$ cat src/rtl/fft_input_loader.sv
`default_nettype none
// ============================================================================
// Module   : fft_input_loader
// Brief    : Streams signed ADC samples into N_BANK FFT input RAM banks and
//            launches the FFT once a full frame has been written.
// Revision : 1.0 - initial release
// ============================================================================
module fft_input_loader #(
   parameter int DATA_W = 16,
   parameter int N_BANK = 4,
   parameter int DEPTH  = 512,
   parameter int ADDR_W = $clog2(DEPTH),
   parameter int BANK_W = $clog2(N_BANK)
) (
   input  logic                     iCLK,
   input  logic                     iRESET,
   input  logic                     iARM,
   input  logic                     iMODE,
   input  logic                     iCONT,
   input  logic                     iVALID,
   input  logic [DATA_W-1:0]        iDATA,
   input  logic                     iFFT_RDY,
   output logic [DATA_W-1:0]        oDATA,
   output logic [N_BANK*ADDR_W-1:0] oADDR_WR,
   output logic [N_BANK-1:0]        oWE,
   output logic                     oFFT_START,
   output logic                     oBUSY,
   output logic                     oOVERRUN,
   output logic [15:0]              oFRAME_CNT
);

   localparam int                 c_CNT_W = ADDR_W + BANK_W;
   localparam logic [c_CNT_W-1:0] c_LAST  = c_CNT_W'(N_BANK*DEPTH - 1);

   typedef enum logic [1:0] {
      S_IDLE   = 2'd0,
      S_FILL   = 2'd1,
      S_LAUNCH = 2'd2,
      S_WAIT   = 2'd3
   } state_t;

   state_t               r_state;
   state_t               w_next_state;
   logic [c_CNT_W-1:0]   r_n;
   logic                 r_mode;
   logic                 r_cont;
   logic                 r_rdy_q;

   logic                 w_arm;
   logic                 w_accept;
   logic                 w_rdy_rise;
   logic                 w_done;
   logic [BANK_W-1:0]    w_bank;
   logic [ADDR_W-1:0]    w_addr;

   assign w_arm      = (r_state == S_IDLE) && iARM;
   assign w_accept   = (r_state == S_FILL) && iVALID;
   assign w_rdy_rise = iFFT_RDY && !r_rdy_q;
   assign w_done     = (r_state == S_WAIT) && w_rdy_rise;

   // Block mode fills bank 0 first; interleaved mode rotates banks every sample.
   always_comb begin
      w_bank = '0;
      w_addr = '0;
      if (r_mode) begin
         w_bank = r_n[BANK_W-1:0];
         w_addr = r_n[c_CNT_W-1:BANK_W];
      end else begin
         w_bank = r_n[c_CNT_W-1:ADDR_W];
         w_addr = r_n[ADDR_W-1:0];
      end
   end

   always_comb begin
      w_next_state = r_state;
      case (r_state)
         S_IDLE: begin
            if (iARM) begin
               w_next_state = S_FILL;
            end
         end
         S_FILL: begin
            if (iVALID && (r_n == c_LAST)) begin
               w_next_state = S_LAUNCH;
            end
         end
         S_LAUNCH: begin
            w_next_state = S_WAIT;
         end
         S_WAIT: begin
            if (w_rdy_rise) begin
               w_next_state = r_cont ? S_FILL : S_IDLE;
            end
         end
         default: begin
            w_next_state = S_IDLE;
         end
      endcase
   end

   always_ff @(posedge iCLK or posedge iRESET) begin
      if (iRESET) begin
         r_state <= S_IDLE;
      end else begin
         r_state <= w_next_state;
      end
   end

   always_ff @(posedge iCLK or posedge iRESET) begin
      if (iRESET) begin
         r_n        <= '0;
         r_mode     <= 1'b0;
         r_cont     <= 1'b0;
         r_rdy_q    <= 1'b0;
         oDATA      <= '0;
         oWE        <= '0;
         oFFT_START <= 1'b0;
         oBUSY      <= 1'b0;
         oOVERRUN   <= 1'b0;
         oFRAME_CNT <= '0;
      end else begin
         r_rdy_q    <= iFFT_RDY;
         oFFT_START <= (r_state == S_LAUNCH);
         oBUSY      <= (w_next_state != S_IDLE);
         oWE        <= '0;

         if (w_arm) begin
            r_mode <= iMODE;
            r_cont <= iCONT;
         end

         if (w_arm || w_done) begin
            r_n <= '0;
         end else if (w_accept) begin
            r_n <= r_n + 1'b1;
         end

         if (w_accept) begin
            oDATA <= iDATA;
            oWE   <= N_BANK'(1) << w_bank;
         end

         // An accepted arm starts a fresh frame, so it outranks a stray sample.
         if (w_arm) begin
            oOVERRUN <= 1'b0;
         end else if (iVALID && (r_state != S_FILL)) begin
            oOVERRUN <= 1'b1;
         end

         if (w_done) begin
            oFRAME_CNT <= oFRAME_CNT + 16'd1;
         end
      end
   end

   generate
      for (genvar k = 0; k < N_BANK; k++) begin : g_bank_addr
         always_ff @(posedge iCLK or posedge iRESET) begin
            if (iRESET) begin
               oADDR_WR[k*ADDR_W +: ADDR_W] <= '0;
            end else if (w_accept && (w_bank == BANK_W'(k))) begin
               oADDR_WR[k*ADDR_W +: ADDR_W] <= w_addr;
            end
         end
      end
   endgenerate

endmodule
`default_nettype wire

$ cat config.mk
export PLATFORM = sky130hd
export DESIGN_NAME = fft_input_loader
export DESIGN_NICKNAME = d
export VERILOG_FILES = /design/src/rtl/fft_input_loader.sv
export SDC_FILE = /design/constraint.sdc
export NUM_CORES = 1
export LEC_CHECK = 0
export ABC_AREA = 1
export CORE_AREA = 2 2 75 113
export CTS_BUF_LIST = sky130_fd_sc_hd__clkbuf_16
export DETAILED_ROUTE_END_ITERATION = 10
export DIE_AREA = 0 0 77 115
export PLACE_DENSITY = 0.83
export SLEW_MARGIN = 15
export SYNTH_ARGS = -nofsm -noshare
export SYNTH_HDL_FRONTEND = slang
export SYNTH_SLANG_ARGS = --single-unit
$ cat constraint.sdc
create_clock -name iCLK -period 4.9 [get_ports iCLK]
set_clock_uncertainty 0.15 [all_clocks]
set_input_delay 0.98 -clock iCLK [delete_from_list [all_inputs] [get_ports iCLK]]
set_output_delay 0.98 -clock iCLK [all_outputs]
set_load 0.01 [all_outputs]
==> results of run 1 <==
logic make-up after synthesis:
family,Yosys count
buffers and inverters,75
XOR/XNOR,11
AO/OA/AOI/OAI,47
AND/OR/NAND/NOR,260
flip-flops,91
adder cells (fa/ha/maj),2
worst max-delay path: stages:
cell and delay (ns):
clkdlybuf4s50_1 0.55, nand3_2 0.46, nor3_4 0.85, nand2_1 0.15
o21ai_2 0.09
synthesized netlist by cell type:
cell | n | area share, %
buf_6 | 2 | 0.55
nand4_1 | 4 | 0.62
nor3_4 | 2 | 0.80
o21ai_4 | 1 | 0.40
nor3_1 | 5 | 0.62
nor2_4 | 2 | 0.55
inv_4 | 1 | 0.15
o21ai_2 | 10 | 2.2
a21oi_1 | 3 | 0.37
nand2_2 | 2 | 0.31
buf_1 | 1 | 0.092
xor2_1 | 9 | 1.9
ha_1 | 2 | 0.62
clkbuf_1 | 2 | 0.18
buf_2 | 3 | 0.37
inv_1 | 64 | 5.9
nand3_1 | 17 | 2.1
inv_2 | 1 | 0.092
nand3b_1 | 1 | 0.18
buf_4 | 1 | 0.18
nor2_1 | 38 | 3.5
xnor2_1 | 2 | 0.43
dfrtp_1 | 91 | 56
o21ai_0 | 33 | 4.1
nand2_1 | 187 | 17
nand3_2 | 2 | 0.49
area by class of cell:
cell class / count / share of cell area (%)
clock buffer: 9 / 4.14
inverter: 66 / 4.63
multi-input combinational: 320 / 27.2
timing repair buffer: 98 / 18.0
sequential: 91 / 41.9
tap: 105 / 2.42
clock inverter: 7 / 1.66
worst max path at each step:
stage	from	endpoint	slack, ns	cells after the start
after global placement	iVALID	oADDR_WR[17]$_DFFE_PP0P_	1.67	5
final	iVALID	oADDR_WR[13]$_DFFE_PP0P_	1.92	5
after global routing	iVALID	oADDR_WR[11]$_DFFE_PP0P_	1.77	5
after floorplan	iRESET	oADDR_WR[0]$_DFFE_PP0P_	1.41	1
after CTS	iVALID	oADDR_WR[13]$_DFFE_PP0P_	1.90	5
after detailed placement	iVALID	oADDR_WR[13]$_DFFE_PP0P_	1.54	5
metal layers:
| layer | track usage (%) | vias up | part of all wire (%) |
|---|---|---|---|
| met5 | 0 | - | 0 |
| met4 | 14.4 | 0 | 4.1 |
| met3 | 3.45 | 34 | 4.9 |
| met2 | 37.6 | 114 | 52 |
| met1 | 26.6 | 1597 | 39 |
| li1 | - | 1695 | - |
power by group through the flow:
stage / Combinational [mW] / Clock (mW) / Sequential [mW]
2_1_floorplan: 0.295 / 0 / 1.10
3_3_place_gp: 0.733 / 0 / 1.05
3_5_place_dp: 0.762 / 0 / 1.06
4_1_cts: 0.766 / 0.738 / 1.05
5_1_grt: 0.829 / 0.772 / 1.07
6_report: 0.756 / 0.727 / 1.05
registers in the layout, summed over array words and instances (netlist names):
signal      cells
oFFT_START      1
oDATA          16
oADDR_WR       36
r_rdy_q         1
oWE             4
r_mode          1
oBUSY           1
r_n            11
r_cont          1
r_state         2
oFRAME_CNT     16
oOVERRUN        1
==> flow_metrics.tcl, run 1 <==
set metrics [dict create \
    hold_ws_ns 0.328 \
    synth_area_sq_mm 0.00406 \
    seqPwrFrac_pct 41.4 \
    fillCellCount 672 \
    switchingPower_mw 0.782 \
    relSlewSlack_pct 33.8 \
    rrSetupSlack_ns 2.49 \
    cts_tree "built" \
    hold_path.class "reg2reg" \
    status "finished clean" \
    hold_start "oDATA[15]$_DFFE_PP0P_" \
    synth_seq_area_share_pct 56.0 \
    worst_slew_pin_slew_ns 0.992 \
    dr.pass1.iters 4 \
    wire_per_inst_microns 13.2 \
    grt_pass1_vias 3357 \
    rr_endpoint "oADDR_WR[13]$_DFFE_PP0P_" \
    fin_nets 611 \
    min_period_over_period_pct 60.8 \
    overflow 0 \
    fin_crit_ns 2.98 \
    placementRows 40 \
    ys_types 26 \
    reg2regPathDepth 5 \
    drive_above_1_share_pct 6.43 \
    start_util_pct 51.4 \
    hold_depth 2 \
    seqCellArea_sq_mm 0.00228 \
    clkTransAtPathRegs_ns 0.06 \
    synth_fa_ha_area_share_pct 0.616 \
    final_common_cell "nand2_1" \
    grt_max_degree 60 \
    leakage_nw 2.76 \
    place_area_sq_mm 0.00512 \
    ant_nets 0 \
    grt_antenna_before_repair 0 \
    dp_hpwl_microns 6540 \
    fin_ws_ns 1.92 \
    min_to "oDATA[15]$_DFFE_PP0P_" \
    path_class "in2reg" \
    multiInputGateArea_sq_mm 0.00148 \
    max_cap_viol_count 0 \
    place_ws_ns 1.54 \
    synth_top_family_by_area "simple AND/OR/NAND/NOR gates" \
    synthesis.nets 511 \
    vias 3440 \
    p_sw_share_pct 30.9 \
    slew_violations 0 \
    wl_microns 9200 \
    synthMuxAreaShare_pct 0 \
    track_usage_pct 22.2 \
    crit_fanout 25 \
    syn_to_final_growth_pct 33.7 \
    synth_seq_cells 91 \
    final_util_pct 68.7 \
    fmax_mhz 336 \
    r2r_start "r_mode$_DFFE_PP0P_" \
    power_mw 2.53 \
    diodes 0 \
    dp.cells 680 \
    irDropWorstVdd_mv 0.305 \
    clockPowerShare_pct 28.7 \
    route.detailed.drc 0 \
    post_cts_buffers 0 \
    synth_compound_gate_area_share_pct 6.99 \
    routed_via_density 4.94 \
    worstPathRequired_ns 5.02 \
    dieHeight_microns 115 \
    cts_buffers 9 \
    clockBufferDepth 2 \
    end_kind "flip-flop" \
    dieArea_sq_mm 0.00886 \
    final_cell_area_sq_mm 0.00543 \
    layout_common_cells "nand2_1 (187), clkdlybuf4s50_1 (97), dfrtp_1 (91)" \
    routabilityCongestion 0.836 \
    rsz0062_at_grt "false" \
    postSynthAreaPerCell_sq_um 8.36 \
    synthSimpleGateAreaFrac_pct 26.4 \
    final_cell_count_no_fill 696 \
    yosysWarnings 0 \
    synth_cells 486 \
    die_x_microns 77 \
    io_buffers 97 \
    setup_tns_ns 0 \
    drt-initial-drc-count 180 \
    grt_pass1_wl_microns 15500 \
    boundaryPins 98 \
    clk_latency_ns 0.34 \
    critPathArrivalTime_ns 3.10 \
    clock-root-buffer "clkbuf_16" \
    power.internal_mw 1.75 \
    core_sq_mm 0.00791 \
    critPathLaunchType "primary input" \
    p_per_area_mw_per_mm2 466 \
    cts_resized 0 \
    postCtsHoldBufs 0 \
    finalSetupViolCount 0 \
    pwr-share-comb_pct 29.9 \
    clock_sinks 91 \
    hold_viol 0 \
    synth_xor_area_share_pct 2.37 \
    cts_max_level 3 \
]
(Power assumes the default switching activity.)
==> run 2, diff against run 1 <==
Settings changed: CORE_AREA 2 2 75 113 to 2 2 77 116, DIE_AREA 0 0 77 115 to 0 0 79 118, PLACE_DENSITY 0.83 to 0.79.
Clock period 4.9 ns to 3.06 ns, I/O delays scaled along.
==> run 2 against run 1 <==
  * Critical path depth did not move
  * Register-to-register slack got worse by 1.7 ns
  * Count of clock-buffer cells in the layout did not move
  * Critical path type is now reg2reg
  * Critical endpoint is now oADDR_WR[31]$_DFFE_PP0P_
  * Largest power group unchanged
==> flow_metrics.tcl, run 2 (synthesis gave the netlist of run 1 again) <==
set metrics [dict create \
    pwr-share-comb_pct 30.1 \
    grt_pass1_wl_microns 15000 \
    ant_nets 0 \
    max_cap_viol_count 0 \
    core_sq_mm 0.00831 \
    cts_resized 0 \
    worst_slew_pin_slew_ns 0.756 \
    clk_latency_ns 0.33 \
    fmax_mhz 442 \
    switchingPower_mw 1.20 \
    track_usage_pct 20.3 \
    power_mw 4.00 \
    finalSetupViolCount 0 \
    setup_tns_ns 0 \
    io_buffers 97 \
    r2r_start "r_mode$_DFFE_PP0P_" \
    top_regs "oADDR_WR x36, oDATA x16, oFRAME_CNT x16" \
    cts_buffers 9 \
    final_util_pct 65.9 \
    routed_via_density 4.89 \
    leakage_nw 2.78 \
    dp_hpwl_microns 6610 \
    dieArea_sq_mm 0.00932 \
    critPathLaunchType "flip-flop" \
    final_common_cell "nand2_1" \
    diodes 0 \
    cts_tree "built" \
    hold_ws_ns 0.331 \
    grt_max_degree 53 \
    fin_nets 615 \
    die_x_microns 79 \
    fillCellCount 702 \
    p_per_area_mw_per_mm2 731 \
    wire_per_inst_microns 12.8 \
    crit_fanout 20 \
    power.internal_mw 2.80 \
    p_sw_share_pct 30.1 \
    largest_register_ffs 36 \
    overflow 0 \
    dieHeight_microns 118 \
    rsz0062_at_grt "false" \
    clock_sinks 91 \
    clock-root-buffer "clkbuf_16" \
    status "finished clean" \
    top_register "oADDR_WR" \
    end_kind "flip-flop" \
    post_cts_buffers 0 \
    drive_above_1_share_pct 6.89 \
    critPathArrivalTime_ns 2.39 \
    crit_end "oADDR_WR[31]$_DFFE_PP0P_" \
    slew_violations 0 \
    grt_antenna_before_repair 0 \
    rr_endpoint "oADDR_WR[31]$_DFFE_PP0P_" \
    clkTransAtPathRegs_ns 0.06 \
    routabilityCongestion 0.840 \
    path_class "reg2reg" \
    clockPowerShare_pct 28.2 \
    cts_max_level 3 \
    dr.pass1.iters 5 \
    seqPwrFrac_pct 41.7 \
    boundaryPins 98 \
    drt-initial-drc-count 229 \
    cp-startpoint "r_mode$_DFFE_PP0P_" \
    reg2regPathDepth 5 \
    layout_common_cells "nand2_1 (187), clkdlybuf4s50_1 (97), dfrtp_1 (91)" \
    vias 3431 \
    rrSetupSlack_ns 0.80 \
    wl_microns 8960 \
    min_period_over_period_pct 74.0 \
    hold_viol 0 \
    postCtsHoldBufs 0 \
    route.detailed.drc 0 \
    relSlewSlack_pct 49.1 \
    grt_pass1_vias 3332 \
    fin_crit_ns 2.26 \
    clockBufferDepth 2 \
    hold_path.class "reg2reg" \
    placementRows 41 \
    irDropWorstVdd_mv 0.384 \
    start_util_pct 48.9 \
    worstPathRequired_ns 3.18 \
    syn_to_final_growth_pct 34.7 \
]
[run 2: cell types whose count changed in the layout (fill, tap and decap cells not counted)]
| cell | before | now |
|---|---|---|
| buf_4 | 1 | 4 |
| buf_12 | 0 | 1 |
| clkinv_1 | 1 | 2 |
| inv_6 | 1 | 0 |
[run 2: worst min path at each step]
stage / cells past startpoint / endpoint / from / slack [ns]
5_1_grt: 2 / r_cont$_DFFE_PP0P_ / r_cont$_DFFE_PP0P_ / 0.35
2_1_floorplan: 2 / r_cont$_DFFE_PP0P_ / r_cont$_DFFE_PP0P_ / 0.30
3_5_place_dp: 2 / r_cont$_DFFE_PP0P_ / r_cont$_DFFE_PP0P_ / 0.32
6_report: 2 / r_cont$_DFFE_PP0P_ / r_cont$_DFFE_PP0P_ / 0.33
4_1_cts: 2 / oADDR_WR[30]$_DFFE_PP0P_ / oADDR_WR[30]$_DFFE_PP0P_ / 0.33
3_3_place_gp: 2 / oDATA[12]$_DFFE_PP0P_ / oDATA[12]$_DFFE_PP0P_ / 0.31
[run 2: area by class of cell]
type	count	area, sq um	share of cell area [%]
clock inverters	7	82.6	1.51
well taps	107	134	2.45
flip-flops and latches	91	2280	41.6
inverters	66	254	4.64
clock buffers	9	225	4.11
multi-input cells	320	1480	27.0
repair buffers	102	1020	18.7
[run 2: per-layer routing]
| metal | GRT usage [%] | wire length [microns] | vias to the layer above |
|---|---|---|---|
| li1 | - | - | 1696 |
| met3 | 2.68 | 354 | 17 |
| met2 | 35.4 | 4720 | 91 |
| met1 | 24.3 | 3660 | 1627 |
| met5 | 0 | 0 | - |
| met4 | 10.0 | 229 | 0 |
[run 2: per-stage QoR]
step	instances	setup slack, ns	cell area, sq um
finish	702	0.796	5470
global route	702	0.638	5470
CTS	702	0.794	5470
detailed placement	686	0.669	5170
global placement	686	0.738	5170
floorplan	486	1.23	4070
[run 2: worst max-delay path: stages, from the launching register on]
cell	delay, ns
dfrtp_1	0.60
o21ai_2	0.68
nand3_2	0.37
inv_2	0.24
nand2_1	0.08
nand2_1	0.08
[run 2: power by group through the flow]
| stage | Combinational [mW] | Clock, mW | Sequential (mW) |
|---|---|---|---|
| 3_5_place_dp | 1.22 | 0 | 1.69 |
| 5_1_grt | 1.32 | 1.21 | 1.70 |
| 3_3_place_gp | 1.18 | 0 | 1.68 |
| 6_report | 1.20 | 1.13 | 1.67 |
| 2_1_floorplan | 0.473 | 0 | 1.77 |
| 4_1_cts | 1.22 | 1.15 | 1.67 |
==> variant, RTL diff (settings of run 2) <==
Register the output `oFRAME_CNT` once more, cleared by the reset; this adds one clock of latency there. The other outputs are not delayed to match.
--- a/src/rtl/fft_input_loader.sv
+++ b/src/rtl/fft_input_loader.sv
@@ -38,6 +38,8 @@
       S_LAUNCH = 2'd2,
       S_WAIT   = 2'd3
    } state_t;
+
+   logic [15:0] oFRAME_CNT_s0;
 
    state_t               r_state;
    state_t               w_next_state;
@@ -117,7 +119,7 @@
          oFFT_START <= 1'b0;
          oBUSY      <= 1'b0;
          oOVERRUN   <= 1'b0;
-         oFRAME_CNT <= '0;
+         oFRAME_CNT_s0 <= '0;
       end else begin
          r_rdy_q    <= iFFT_RDY;
          oFFT_START <= (r_state == S_LAUNCH);
@@ -148,7 +150,7 @@
          end
 
          if (w_done) begin
-            oFRAME_CNT <= oFRAME_CNT + 16'd1;
+            oFRAME_CNT_s0 <= oFRAME_CNT_s0 + 16'd1;
          end
       end
    end
@@ -165,6 +167,14 @@
       end
    endgenerate
 
+   always_ff @(posedge iCLK or posedge iRESET) begin
+      if (iRESET) begin
+         oFRAME_CNT <= '0;
+      end else begin
+         oFRAME_CNT <= oFRAME_CNT_s0;
+      end
+   end
+
 endmodule
 `default_nettype wire
 
Behaviour: same outputs for any inputs over 10 cycles, from zero or initial values and one cycle with iRESET high; that may be too few to reach the edited logic, so the function may still have changed.
==> variant against run 2 <==
- combinational power grew 52%
- design area up 7.5%
- utilization increased by 5.0 points
- synthesized area grew 11%
- worst hold slack got worse by 0.051 ns
- setup slack improved by 0.056 ns
- synthesized cell count grew 3.1%
- sequential cell count up 16
- sequential power is 30% higher
- count of clock-buffer cells in the layout stayed put
- wire length grew 6.2%
- total power is 26% higher
- critical endpoint is now oADDR_WR[20]
- largest power group unchanged
- highest routed layer unchanged
==> variant: results (changes against run 2) <==
Least-Margin Pin Slew -> 0.7363 ns (-0.01984 ns)
Post-CTS Setup Inserts -> 0 (unchanged)
H-tree lvl count -> 3 (unchanged)
CTS clk-pin slew, worst paths -> 0.07 ns
final hold slack -> 0.2797 ns (-0.05094 ns)
drt via density -> 4.944 (+1.2%)
Pleak -> 2.750 nW (-1.0%)
status -> finished clean
register-to-register setup slack -> 0.85 ns (+0.06 ns)
Skew-Pair Late Insertion Delay -> 0.35 ns (+0.02 ns)
largest stage delay on the critical path -> 0.77 ns (+0.09 ns)
Pint -> 3.338 mW (+19%)
share of post-route cells with drive strength above 1 -> 7.895% (+1.0 points)
DRT Pass-1 Iters -> 4 (-1)
synth top area cells -> dfrtp_1 (59%), nand2_1 (13%), inv_1 (5.7%)
Yosys cell types -> 24 (-7.7%)
vias in the first global route -> 3,514 (+5.5%)
synth cell count leaders -> nand2_1 (161), dfrtp_1 (107), inv_1 (69)
DP Wirelength -> 6.775 mm (+2.5%)
count of warnings emitted by yosys -> 0 (unchanged)
sequential-to-total area share from yosys stat -> 59.10% (+3.1 points)
crit-path max FO -> 23 (+15%)
fillers -> 639 (-9.0%)
drt wl/cell -> 13.32 um (+4.3%)
global-route wire length before repair -> 16.24 mm (+7.9%)
Syn Nets -> 526 (+2.9%)
Slowest cell on crit path -> dfrtp_1
peak supply drop -> 0.5036 mV (+31%)
initial drt markers -> 217 (-5.2%)
pin count of the biggest net entering global routing -> 89 (+68%)
critical path arrival -> 2.29 ns (-0.10 ns)
Resized Gates After CTS -> 0 (unchanged)
GRT Total Usage -> 22.32% (+2.0 points)
Final GP Congestion -> 0.8758 (+4.3%)
Nets -> 629 (+2.3%)
# diodes -> 0 (unchanged)
DP Area -> 5627 um2 (+8.9%)
variant: cell count changes in the layout (fill, tap and decap cells not counted), moves of 3 or more:
cell / run 2 / this run
a21oi_1: 3 / 9
clkinv_2: 3 / 0
dfrtp_1: 91 / 107
inv_1: 63 / 69
nand2_1: 187 / 161
o21ai_2: 10 / 20
variant: area by class of cell:
| type | instances | area [um2] | area share (%) |
|---|---|---|---|
| flip-flops and latches | 107 | 2678 | 45.48 |
| multi-input cells | 310 | 1505 | 25.57 |
| repair buffers | 104 | 1036 | 17.60 |
| inverters | 72 | 274.0 | 4.655 |
| clock buffers | 9 | 225.2 | 3.826 |
| well taps | 107 | 133.9 | 2.274 |
| clock inverters | 6 | 35.03 | 0.5951 |
variant: kinds of logic (layout without fill, tap and decap cells):
kind of cell             count (synthesis)  count (layout)  share of synthesized area (%)
adder cells (fa/ha/maj)                  2               2                         0.5522
flip-flops                             107             107                          59.10
AO/OA/AOI/OAI                           65              65                          8.920
AND/OR/NAND/NOR                        232             232                          21.62
buffers and inverters                   84             191                          7.677
XOR/XNOR                                11              11                          2.126
variant: layer usage:
| layer | up-vias | track usage (%) | wire (um) |
|---|---|---|---|
| met5 | - | 0 | 0 |
| met4 | 0 | 12.39 | 327 |
| met3 | 26 | 3.834 | 411 |
| met2 | 112 | 37.50 | 4960 |
| met1 | 1650 | 26.76 | 3821 |
| li1 | 1747 | - | - |
variant: worst max-delay path: cells and delay by family (launching register included):
kind                   cells  cell delay, ns
flip-flops                 1            0.77
AND/OR/NAND/NOR            2            0.58
buffers and inverters      2            0.35
AO/OA/AOI/OAI              2            0.23
variant: worst paths after layout:
kind / cells after the start / to / start
min: 0 / oFRAME_CNT[14] / oFRAME_CNT_s0[14]
max: 6 / oADDR_WR[20] / r_mode
max reg2reg: 6 / oADDR_WR[20] / r_mode
min reg2reg: 0 / oFRAME_CNT[14] / oFRAME_CNT_s0[14]
min in group asynchronous: 2 / oFRAME_CNT_s0[7] / iRESET
max in group asynchronous: 3 / oWE[2] / iRESET
variant: power by group through the flow:
stage | clock network, mW | registers, mW | logic (mW)
2_1_floorplan | 0 | 2.31 | 0.749
3_3_place_gp | 0 | 2.19 | 1.79
3_5_place_dp | 0 | 2.20 | 1.84
4_1_cts | 1.05 | 2.18 | 1.85
5_1_grt | 1.12 | 2.23 | 2.01
6_report | 1.04 | 2.17 | 1.82
variant: stage by stage:
| stage | setup WS [ns] | instances | util [%] |
|---|---|---|---|
| 2_1_floorplan | 1.010 | 501 | - |
| 3_3_place_gp | 0.5853 | 700 | 67.71 |
| 3_5_place_dp | 0.5394 | 700 | 67.71 |
| 4_1_cts | 0.8651 | 715 | 70.84 |
| 5_1_grt | 0.6573 | 715 | 70.84 |
| 6_report | 0.8520 | 715 | 70.84 |
